**config.mk**
```make
export PLATFORM = sky130hd
export DESIGN_NAME = unidade_controle_param
export DESIGN_NICKNAME = d
export VERILOG_FILES = /design/src/rtl/unidade_controle_param_pkg.sv /design/src/rtl/unidade_controle_param_contador_m.sv /design/src/rtl/unidade_controle_param.sv
export SDC_FILE = /design/constraint.sdc
export NUM_CORES = 1
export LEC_CHECK = 0
export ABC_CLOCK_PERIOD_IN_PS = 2000
export CAP_MARGIN = 15
export CORE_ASPECT_RATIO = 1.1
export CORE_UTILIZATION = 51
export CTS_CLUSTER_SIZE = 16
export DETAILED_ROUTE_END_ITERATION = 8
export PLACE_DENSITY = 0.74
export SLEW_MARGIN = 20
export SYNTH_ARGS = -nofsm -noshare
export SYNTH_HDL_FRONTEND = slang
export SYNTH_SLANG_ARGS = --single-unit
```
**constraint.sdc**
```tcl
create_clock -name clock -period 2 [get_ports clock]
set_input_delay 0.2 -clock clock [delete_from_list [all_inputs] [get_ports clock]]
set_output_delay 0.2 -clock clock [all_outputs]
set_load 0.005 [all_outputs]
```
**src/rtl/unidade_controle_param_pkg.sv**
```systemverilog
// Shared game constants: state codes, the invalid-state display code,
// default parameter values and a width helper used by the control unit.
package unidade_controle_param_pkg;

  localparam int N_JOGADAS_PADRAO   = 16;
  localparam int T_TIMEOUT_PADRAO   = 5000;
  localparam int T_RESULTADO_PADRAO = 1000;
  localparam int N_VIDAS_PADRAO     = 3;

  // State encoding doubles as the db_estado display code.
  typedef enum logic [3:0] {
    ST_INICIAL     = 4'h0,
    ST_PREPARACAO  = 4'h1,
    ST_AGUARDA     = 4'h5,
    ST_REGISTRA    = 4'h6,
    ST_COMPARA     = 4'h7,
    ST_PROXIMA     = 4'h8,
    ST_CONTA       = 4'h9,
    ST_ACERTOU     = 4'hC,
    ST_TIMEOUT_FIM = 4'hD,
    ST_ERROU       = 4'hE,
    ST_FIM         = 4'hF
  } estado_t;

  // Shown on db_estado when the state register holds an unused code.
  localparam logic [3:0] COD_ESTADO_INVALIDO = 4'hB;

  // Bits needed to hold values 0..valor-1, never less than one bit.
  function automatic int largura(input int valor);
    return ($clog2(valor) < 1) ? 1 : $clog2(valor);
  endfunction

endpackage

```
**src/rtl/unidade_controle_param_contador_m.sv**
```systemverilog
// Generic up/down counter used for every counter of the control unit.
// Priority: zera, then carga, then conta. fim flags Q == VAL_FIM; any
// saturation is decided by the caller through the conta input.
module contador_m #(
  parameter int           W         = 4,
  parameter logic [W-1:0] VAL_RESET = '0,
  parameter logic [W-1:0] VAL_FIM   = '1,
  parameter bit           DESCE     = 1'b0
) (
  input  logic         clock,
  input  logic         reset,
  input  logic         zera,
  input  logic         conta,
  input  logic         carga,
  input  logic [W-1:0] valor,
  output logic [W-1:0] Q,
  output logic         fim
);

  logic [W-1:0] q_r;

  // Counter register with asynchronous active-low reset to VAL_RESET
  always_ff @(posedge clock or negedge reset) begin
    if (!reset) begin
      q_r <= VAL_RESET;
    end else if (zera) begin
      q_r <= {W{1'b0}};
    end else if (carga) begin
      q_r <= valor;
    end else if (conta) begin
      q_r <= DESCE ? (q_r - W'(1'b1)) : (q_r + W'(1'b1));
    end
  end

  assign Q   = q_r;
  assign fim = (q_r == VAL_FIM);

endmodule

```
**src/rtl/unidade_controle_param.sv**
```systemverilog
// Game control unit: Moore FSM sequencing plays, per-play timeout,
// result display time, score, play index and lives.
module unidade_controle_param
  import unidade_controle_param_pkg::*;
#(
  parameter int N_JOGADAS   = N_JOGADAS_PADRAO,
  parameter int T_TIMEOUT   = T_TIMEOUT_PADRAO,
  parameter int T_RESULTADO = T_RESULTADO_PADRAO,
  parameter int N_VIDAS     = N_VIDAS_PADRAO
) (
  input  logic                             clock,
  input  logic                             reset,
  input  logic                             iniciar,
  input  logic                             modo,
  input  logic                             fez_jogada,
  input  logic                             jogada_igual_memoria,
  output logic                             registraR,
  output logic                             zeraR,
  output logic                             liga_led,
  output logic                             pronto,
  output logic                             acertou,
  output logic                             errou,
  output logic                             timeout,
  output logic [largura(N_JOGADAS)-1:0]    endereco,
  output logic [largura(N_JOGADAS+1)-1:0]  score,
  output logic [largura(N_VIDAS+1)-1:0]    vidas,
  output logic [3:0]                       db_estado
);

  localparam int W_END   = largura(N_JOGADAS);
  localparam int W_SCORE = largura(N_JOGADAS + 1);
  localparam int W_VIDAS = largura(N_VIDAS + 1);
  localparam int W_TO    = largura(T_TIMEOUT);
  localparam int W_RES   = largura(T_RESULTADO);

  estado_t estado_r;
  estado_t proximo_s;
  logic    modo_r;
  logic    erro_por_tempo_r;

  logic [W_TO-1:0]  cont_to_s;
  logic [W_RES-1:0] cont_res_s;
  logic             fim_to_s;
  logic             fim_res_s;
  logic             fim_end_s;
  logic             score_cheio_s;
  logic             vidas_zero_s;

  logic fim_jogo_s;
  logic expirou_s;
  logic entra_erro_s;

  // The game ends on the last address, or when lives run out in lives mode.
  assign fim_jogo_s   = fim_end_s || (modo_r && vidas_zero_s);
  // The play timer ran out and no play arrived on that same cycle.
  assign expirou_s    = (estado_r == ST_AGUARDA) && fim_to_s && !fez_jogada;
  assign entra_erro_s = (proximo_s == ST_ERROU) && (estado_r != ST_ERROU);

  // State register with asynchronous active-low reset
  always_ff @(posedge clock or negedge reset) begin
    if (!reset) begin
      estado_r <= ST_INICIAL;
    end else begin
      estado_r <= proximo_s;
    end
  end

  // Next-state logic
  always_comb begin
    proximo_s = estado_r;
    case (estado_r)
      ST_INICIAL: begin
        if (iniciar) proximo_s = ST_PREPARACAO;
        else         proximo_s = ST_INICIAL;
      end
      ST_PREPARACAO: proximo_s = ST_AGUARDA;
      ST_AGUARDA: begin
        if (fez_jogada)    proximo_s = ST_REGISTRA;
        else if (fim_to_s) proximo_s = modo_r ? ST_ERROU : ST_TIMEOUT_FIM;
        else               proximo_s = ST_AGUARDA;
      end
      ST_REGISTRA: proximo_s = ST_COMPARA;
      ST_COMPARA: begin
        if (jogada_igual_memoria) proximo_s = ST_CONTA;
        else                      proximo_s = ST_ERROU;
      end
      ST_CONTA: proximo_s = ST_ACERTOU;
      ST_ACERTOU, ST_ERROU: begin
        if (fim_res_s) proximo_s = fim_jogo_s ? ST_FIM : ST_PROXIMA;
        else           proximo_s = estado_r;
      end
      ST_PROXIMA: proximo_s = ST_AGUARDA;
      ST_FIM, ST_TIMEOUT_FIM: begin
        if (iniciar) proximo_s = ST_INICIAL;
        else         proximo_s = estado_r;
      end
      default: proximo_s = ST_INICIAL;
    endcase
  end

  // Moore output decode from the current state
  always_comb begin
    registraR = 1'b0;
    zeraR     = 1'b0;
    liga_led  = 1'b0;
    acertou   = 1'b0;
    errou     = 1'b0;
    pronto    = 1'b0;
    timeout   = 1'b0;
    db_estado = estado_r;
    case (estado_r)
      ST_INICIAL, ST_PREPARACAO, ST_PROXIMA: zeraR = 1'b1;
      ST_AGUARDA:  liga_led  = 1'b1;
      ST_REGISTRA: registraR = 1'b1;
      ST_COMPARA, ST_CONTA: begin
        registraR = 1'b0;
      end
      ST_ACERTOU: begin
        zeraR   = 1'b1;
        acertou = 1'b1;
      end
      ST_ERROU: begin
        zeraR   = 1'b1;
        errou   = 1'b1;
        timeout = erro_por_tempo_r;
      end
      ST_FIM: pronto = 1'b1;
      ST_TIMEOUT_FIM: begin
        pronto  = 1'b1;
        timeout = 1'b1;
      end
      default: db_estado = COD_ESTADO_INVALIDO;
    endcase
  end

  // Game mode is captured only when a game is requested from INICIAL
  always_ff @(posedge clock or negedge reset) begin
    if (!reset) begin
      modo_r <= 1'b0;
    end else if ((estado_r == ST_INICIAL) && iniciar) begin
      modo_r <= modo;
    end
  end

  // Remember whether the current ERROU visit was caused by play-timer expiry
  always_ff @(posedge clock or negedge reset) begin
    if (!reset) begin
      erro_por_tempo_r <= 1'b0;
    end else if (entra_erro_s) begin
      erro_por_tempo_r <= (estado_r == ST_AGUARDA);
    end
  end

  // Play timer: counts AGUARDA cycles, holds at its last value on expiry
  contador_m #(
    .W(W_TO), .VAL_RESET({W_TO{1'b0}}), .VAL_FIM(W_TO'(T_TIMEOUT - 1)), .DESCE(1'b0)
  ) u_cont_timeout (
    .clock(clock), .reset(reset),
    .zera((estado_r == ST_PREPARACAO) || (estado_r == ST_PROXIMA) ||
          (estado_r == ST_REGISTRA)),
    .conta((estado_r == ST_AGUARDA) && !fim_to_s),
    .carga(1'b0), .valor({W_TO{1'b0}}),
    .Q(cont_to_s), .fim(fim_to_s)
  );

  // Result timer: measures how long ACERTOU / ERROU are shown
  contador_m #(
    .W(W_RES), .VAL_RESET({W_RES{1'b0}}), .VAL_FIM(W_RES'(T_RESULTADO - 1)), .DESCE(1'b0)
  ) u_cont_resultado (
    .clock(clock), .reset(reset),
    .zera((estado_r == ST_REGISTRA) || (expirou_s && modo_r)),
    .conta(((estado_r == ST_ACERTOU) || (estado_r == ST_ERROU)) && !fim_res_s),
    .carga(1'b0), .valor({W_RES{1'b0}}),
    .Q(cont_res_s), .fim(fim_res_s)
  );

  // Play index
  contador_m #(
    .W(W_END), .VAL_RESET({W_END{1'b0}}), .VAL_FIM(W_END'(N_JOGADAS - 1)), .DESCE(1'b0)
  ) u_cont_endereco (
    .clock(clock), .reset(reset),
    .zera(estado_r == ST_PREPARACAO),
    .conta((estado_r == ST_PROXIMA) && !fim_end_s),
    .carga(1'b0), .valor({W_END{1'b0}}),
    .Q(endereco), .fim(fim_end_s)
  );

  // Correct plays; tops out at N_JOGADAS
  contador_m #(
    .W(W_SCORE), .VAL_RESET({W_SCORE{1'b0}}), .VAL_FIM(W_SCORE'(N_JOGADAS)), .DESCE(1'b0)
  ) u_cont_score (
    .clock(clock), .reset(reset),
    .zera(estado_r == ST_PREPARACAO),
    .conta((estado_r == ST_CONTA) && !score_cheio_s),
    .carga(1'b0), .valor({W_SCORE{1'b0}}),
    .Q(score), .fim(score_cheio_s)
  );

  // Remaining lives: loaded at game start, lost on each error in lives mode
  contador_m #(
    .W(W_VIDAS), .VAL_RESET(W_VIDAS'(N_VIDAS)), .VAL_FIM({W_VIDAS{1'b0}}), .DESCE(1'b1)
  ) u_cont_vidas (
    .clock(clock), .reset(reset),
    .zera(1'b0),
    .conta(modo_r && entra_erro_s && !vidas_zero_s),
    .carga(estado_r == ST_PREPARACAO), .valor(W_VIDAS'(N_VIDAS)),
    .Q(vidas), .fim(vidas_zero_s)
  );

endmodule
```
* Yosys cells after proc, flatten, opt, wreduce, memory -nomap -nowiden
Cells that the tools add are included.
W data, S select, Z words.
** Cells by class
- Add/sub/neg operators :: 5
- Eq/ne operators :: 16
- Mux-type cells :: 27
- Reductions and logical operators :: 35
** Operator list (count)
- $eq A4 B4 Y1 const B :: 8
- $pmux W4 S8 :: 1
- $mux W4 :: 7
- $mux W13 :: 2
- $mux W10 :: 2
- $add A13 B1 Y13 const B :: 1
- $eq A13 B13 Y1 const B :: 1
- $eq A4 B3 Y1 const B :: 3
- $logic_and A1 B1 Y1 :: 12
- $reduce_or A11 Y1 :: 1
- $add A10 B1 Y10 const B :: 1
- $eq A10 B10 Y1 const B :: 1
- $mux W5 :: 2
- $reduce_bool A2 Y1 :: 5
- $mux W1 :: 7
- $logic_not A1 Y1 :: 6
- $mux W2 :: 3
- $mux W3 :: 2
- $reduce_or A2 Y1 :: 3
- $add A5 B1 Y5 const B :: 1
- $eq A5 B5 Y1 const B :: 1
- $logic_or A1 B1 Y1 :: 5
- $reduce_or A5 Y1 :: 1
- $add A4 B1 Y4 const B :: 1
- 6 further kinds :: 6
** Storage, ports and cells
- Bits in registers :: 40
- Input port bits :: 6
- Output and inout bits :: 22
- Word-level logic and storage cells :: 91

* Logic depth before layout (Yosys ltp)
- Depth in word-level cells :: 12
- Depth in mapped cells :: 8
- Depth with buffers taken out :: 8

* Hierarchy
Synthesis repeated with hierarchy kept, for this count alone.
** Second synthesis, totals
- Cell total of the unflattened synthesis :: 326
- Area, all modules :: 2803.9 um2
** By module, submodules not included
- contador_m (u_cont_timeout) :: times used 1, cells an instance 95, area each 820.8 um2, sequential area each 325.3 um2
- unidade_controle_param :: times used 1, cells an instance 92, area each 684.4 um2, sequential area each 150.1 um2
- contador_m (u_cont_resultado) :: times used 1, cells an instance 70, area each 625.6 um2, sequential area each 250.2 um2
- contador_m (u_cont_score) :: times used 1, cells an instance 33, area each 310.3 um2, sequential area each 125.1 um2
- contador_m (u_cont_endereco) :: times used 1, cells an instance 23, area each 231.5 um2, sequential area each 100.1 um2
- contador_m (u_cont_vidas) :: times used 1, cells an instance 13, area each 131.4 um2, sequential area each 52.6 um2

* Least setup slack after synthesis
OpenSTA, ideal clock, no wires.
- Path type :: register to register
- Start :: reg u_cont_vidas.q_r[0] (netlist: u_cont_vidas.Q[0])
- End :: reg u_cont_vidas.q_r[0] (netlist: u_cont_vidas.Q[0])
- Setup time :: 0.075 ns
- Data arrival time :: 1.858 ns
- Required time :: 1.925 ns
- Slack :: 0.067 ns
- Cell stages (with the launch flop) :: 9
- Buffers on the path :: 0
- Period minus slack after synthesis :: 1.933 ns
- Cells stage by stage :: dfstp_2 -> inv_1 -> ha_1 -> a32oi_1 -> nor2_1 -> a21oi_1 -> o211ai_1 -> nor4_4 -> mux2i_1
** On the way
- Word-level cells in the longest chain between the ends :: 11
- Elaborated cells between the ends (all ways) :: 15
- Those cells by class :: add/sub (1); eq/ne (1); mux (5); reduce/logical (8)
** RTL lines
- from (decl) :: line unidade_controle_param_contador_m.sv:20 : logic [W-1:0] q_r;
- from (signal assigned) :: line unidade_controle_param_contador_m.sv:27 : q_r <= {W{1'b0}};
- from (signal assigned) :: line unidade_controle_param_contador_m.sv:29 : q_r <= valor;
- from (signal assigned) :: line unidade_controle_param_contador_m.sv:31 : q_r <= DESCE ? (q_r - W'(1'b1)) : (q_r + W'(1'b1));
- $logic_not A2 Y1 :: line unidade_controle_param_contador_m.sv:36 : assign fim = (q_r == VAL_FIM);
- $logic_and A1 B1 Y1 :: line unidade_controle_param.sv:54 : assign fim_jogo_s = fim_end_s || (modo_r && vidas_zero_s);
- $logic_or A1 B1 Y1 :: line unidade_controle_param.sv:54
- $mux W3 :: line unidade_controle_param.sv:89 : if (fim_res_s) proximo_s = fim_jogo_s ? ST_FIM : ST_PROXIMA;
- $mux W4 :: line unidade_controle_param.sv:89
- $pmux W4 S8 :: line unidade_controle_param.sv:71 : case (estado_r)
- named net proximo_s[0] :: line unidade_controle_param.sv:37 : estado_t proximo_s;
- $eq A4 B4 Y1 :: line unidade_controle_param.sv:57 : assign entra_erro_s = (proximo_s == ST_ERROU) && (estado_r != ST_ERROU);
- $logic_and A1 B1 Y1 :: line unidade_controle_param.sv:57
- $logic_and A1 B1 Y1 (2 in series) :: line unidade_controle_param.sv:205 : .conta(modo_r && entra_erro_s && !vidas_zero_s),
- $reduce_bool A2 Y1 (no line)
The timed path passes the listed nets, and every way through them passes these cells. The select of a mux whose other input is x is not followed.
A chain may end at the register's enable or synchronous reset.

* Worst setup path in the final report
- Start :: reg u_cont_resultado.q_r[3] (netlist: u_cont_resultado.Q[3])
- End :: reg u_cont_vidas.q_r[0] (netlist: u_cont_vidas.Q[0])
** On the way
- Word-level cells in the longest chain between the ends :: 8
** RTL lines (line)
- from (decl) :: unidade_controle_param_contador_m.sv:20
- from (signal assigned) :: unidade_controle_param_contador_m.sv:27
- from (signal assigned) :: unidade_controle_param_contador_m.sv:29
- from (signal assigned) :: unidade_controle_param_contador_m.sv:31
- $eq A10 B10 Y1 :: unidade_controle_param_contador_m.sv:36
- $mux W4 :: unidade_controle_param.sv:89
- $pmux W4 S8 :: unidade_controle_param.sv:71
- $eq A4 B4 Y1 :: unidade_controle_param.sv:57
- $logic_and A1 B1 Y1 :: unidade_controle_param.sv:57
- $logic_and A1 B1 Y1 (2 in series) :: unidade_controle_param.sv:205
- $reduce_bool A2 Y1 (no line)
No other way between the ends.

==> results_dict.tcl <==
set metrics [dict create \
    antenna_cells 0 \
    syn_nets 267 \
    htreeDepth 2 \
    path_max_fanout 2 \
    place_congestion 0.819 \
    netlist_top_cells_area "dfrtp_1 (39%), nor2_1 (6.7%), xor2_1 (5.1%)" \
    maxSlewHeadroom_pct 66.7 \
    power.total_w 0.00377 \
    r2r_slack_ns -0.02 \
    grt_max_degree 22 \
    cts_buffers 5 \
    leakage_nw 1.52 \
    post-route-period-util_pct 101 \
    powerDensity_nw_per_um2 1140 \
    first_pass_iters 4 \
    yosysTopAreaCell "dfrtp_1" \
    ys_warn_count 0 \
    num_vias 2098 \
    hold_class "in2async" \
    synth_xor_area_share_pct 8.31 \
    port_buffers 27 \
    max-vdd-ir-drop_mv 0.567 \
    yosysMostFrequentCell "nor2_1" \
    violations "negative setup slack" \
    clock-sinks 40 \
    wl_per_cell_microns 14.9 \
    insertion_delay_ns 0.30 \
    core_sq_um 4440 \
    synthAdderAreaFrac_pct 3.10 \
    arrival_ns 2.24 \
    worst_path_largest_cell_delay_ns 0.41 \
    fin_cells 382 \
    end_kind "register" \
    nets 339 \
    crit_chain "and4bb_1, or3b_4, o221ai_4, nand2_2, nor4_4, mux2i_1" \
    period_needed_ns 2.02 \
    start_util_pct 54.6 \
    grt_pass1_vias 1964 \
    track_usage_pct 23.8 \
    final-setup-viol-count 2 \
    fin_util_pct 74.4 \
    drv_cap 0 \
    synth_edf_count 0 \
    die_area_sq_um 5030 \
    synth_compound_area_share_pct 12.4 \
    drcViolationCount 0 \
    worstMarginPinSlew_ns 0.499 \
    clk_transition_reported_paths_ns 0.08 \
    critPathTopFamily "simple AND/OR/NAND/NOR gates" \
    async_reset_ff_share_pct 100 \
    synth_top_family_by_area "simple AND/OR/NAND/NOR gates" \
    outcome "complete, but fails checks" \
    dpl.cell_count 354 \
    drtAntennaViolNets 0 \
    place_hpwl_microns 3850 \
    drive_gt1_share_pct 28.0 \
    die_w_microns 67.7 \
    fp-row-count 25 \
    grt_pass1_wl_microns 8860 \
    syn_area_sq_um 2420 \
    setup_ws_ns -0.0249 \
    drtIter0Drc 144 \
    cp-start-kind "register" \
    yosysSeqAreaShare_pct 41.4 \
    synthTopCellsByCount "nor2_1 (43), dfrtp_1 (38), nand2_1 (18)" \
    drv_slew 0 \
    yosys.area_share.simple_pct 27.6 \
    skew_ns 0.00944 \
    rsz0062_at_grt "true" \
    cp_slowest_cell "or3b_4" \
    synth_cell_type_count 55 \
    max_freq_mhz 494 \
    die_y_microns 74.3 \
    ios 28 \
    worst-endpoint-required_ns 2.22 \
    routed_wl_microns 5690 \
    syn_avg_cell_area_sq_um 9.51 \
    routed_via_density 5.49 \
    multiInputGateArea_sq_um 1430 \
    hold_viol 0 \
    crit_type "reg2reg" \
    gr-total-overflow 0 \
    regArea_sq_um 1010 \
    cts_tree "built" \
    root_buffer "clkbuf_8" \
    fill_cells 325 \
    synth_mux_area_share_pct 2.99 \
    area_delta_synth_final_pct 36.3 \
    synth_top_area_share_pct 39.2 \
    syn_inst 255 \
    antenna_found_initial 0 \
    cp_num_buf_inv 0 \
    clk_path_buf_depth 2 \
    ys.flop_type "dfrtp_1" \
    synth_seq_cells 40 \
]
## cell type report
class / count / area share [%]
multi-input combinational: 192 / 43.1
timing repair buffer: 75 / 20.2
clock buffer: 8 / 2.73
inverter: 13 / 1.48
tap: 54 / 2.04
sequential: 40 / 30.5
## worst reg2reg max path: cells and delay by family (launching register included)
kind | cells | cell delay [ns]
AND/OR/NAND/NOR | 4 | 1.12
AO/OA/AOI/OAI | 1 | 0.20
flip-flops | 1 | 0.39
multiplexers | 1 | 0.24
## report_power, final
part	switching, W	internal, W
clock network	0.000274	0.000281
logic	0.000983	0.00106
registers	0.000186	0.000989
## timing repair
action | CTS | global route
pin swaps | 5 | 16
resized for setup | 11 | 24
setup endpoints to repair | 7 | 13
setup buffers | 9 | 10
hold endpoints to repair | 20 | 0
hold buffers | 1 | 0
## logic make-up (layout without fill, tap and decap cells)
kind of cell	after synthesis	in the layout
muxes	7	7
DFF	40	40
and+or+nand+nor	118	118
adders and majority gates	6	6
buffers and inverters	23	96
xor gates and xnor gates	23	23
AOI/OAI and AO/OA	38	38
## flip-flops by register name, summed over array words and instances (netlist names)
| register | flops |
|---|---|
| u_cont_timeout.Q | 13 |
| u_cont_resultado.Q | 10 |
| u_cont_score.Q | 5 |
| estado_r | 4 |
| u_cont_endereco.Q | 4 |
| u_cont_vidas.Q | 2 |
| erro_por_tempo_r | 1 |
| modo_r | 1 |
## final timing paths
kind / startpoint / to / cells after the start
hold / removal: reset / u_cont_timeout.Q[9] / 2
setup / recovery: u_cont_resultado.Q[3] / u_cont_vidas.Q[0] / 6
min in group clock: u_cont_score.Q[4] / u_cont_score.Q[4] / 1
setup reg to reg: u_cont_resultado.Q[3] / u_cont_vidas.Q[0] / 6
max in group asynchronous: reset / u_cont_vidas.Q[1] / 3
hold reg to reg: u_cont_score.Q[4] / u_cont_score.Q[4] / 1
## cell usage in the layout, fill, tap and decap left out, drive strengths merged, types with 2 or more instances in the layout
cell	synthesis	layout
or2	2	2
nand3	13	13
a21oi	8	8
ha	6	6
and2	2	2
and4	2	2
nor2b	4	4
nor2	44	44
nor3	4	4
o211ai	3	3
dfrtp	38	38
o21ai	6	6
a31oi	2	2
clkdlybuf4s50	0	21
o221ai	2	2
and4bb	5	5
mux2i	5	5
a32oi	2	2
or3	7	7
xor2	14	14
clkbuf	3	8
o31ai	4	4
xnor2	9	9
nand2b	4	4
nand4	4	4
dfstp	2	2
dlymetal6s2s	0	4
buf	7	49
mux2	2	2
inv	13	13
nand2	19	19
a21o	5	5
## stage by stage
step	setup WS [ns]	setup TNS (ns)	hold WS (ns)	cell area, sq um
floorplan	0.0667	0	-0.0956	2420
global placement	0.0327	0	0.192	2930
detailed placement	-0.0873	-0.155	0.198	2930
CTS	-0.0707	-0.122	0.418	3130
global route	-0.111	-0.278	0.468	3310
finish	-0.0249	-0.0459	0.405	3310
## layer usage
metal	up-vias	share of wire, %	global-route usage [%]
met5	-	0	0
met2	33	50	39.8
met3	6	2.6	4.45
li1	1027	-	-
met1	1032	46	30.6
met4	0	1.2	8.04
Note: power is estimated with default switching activity, not from simulation.
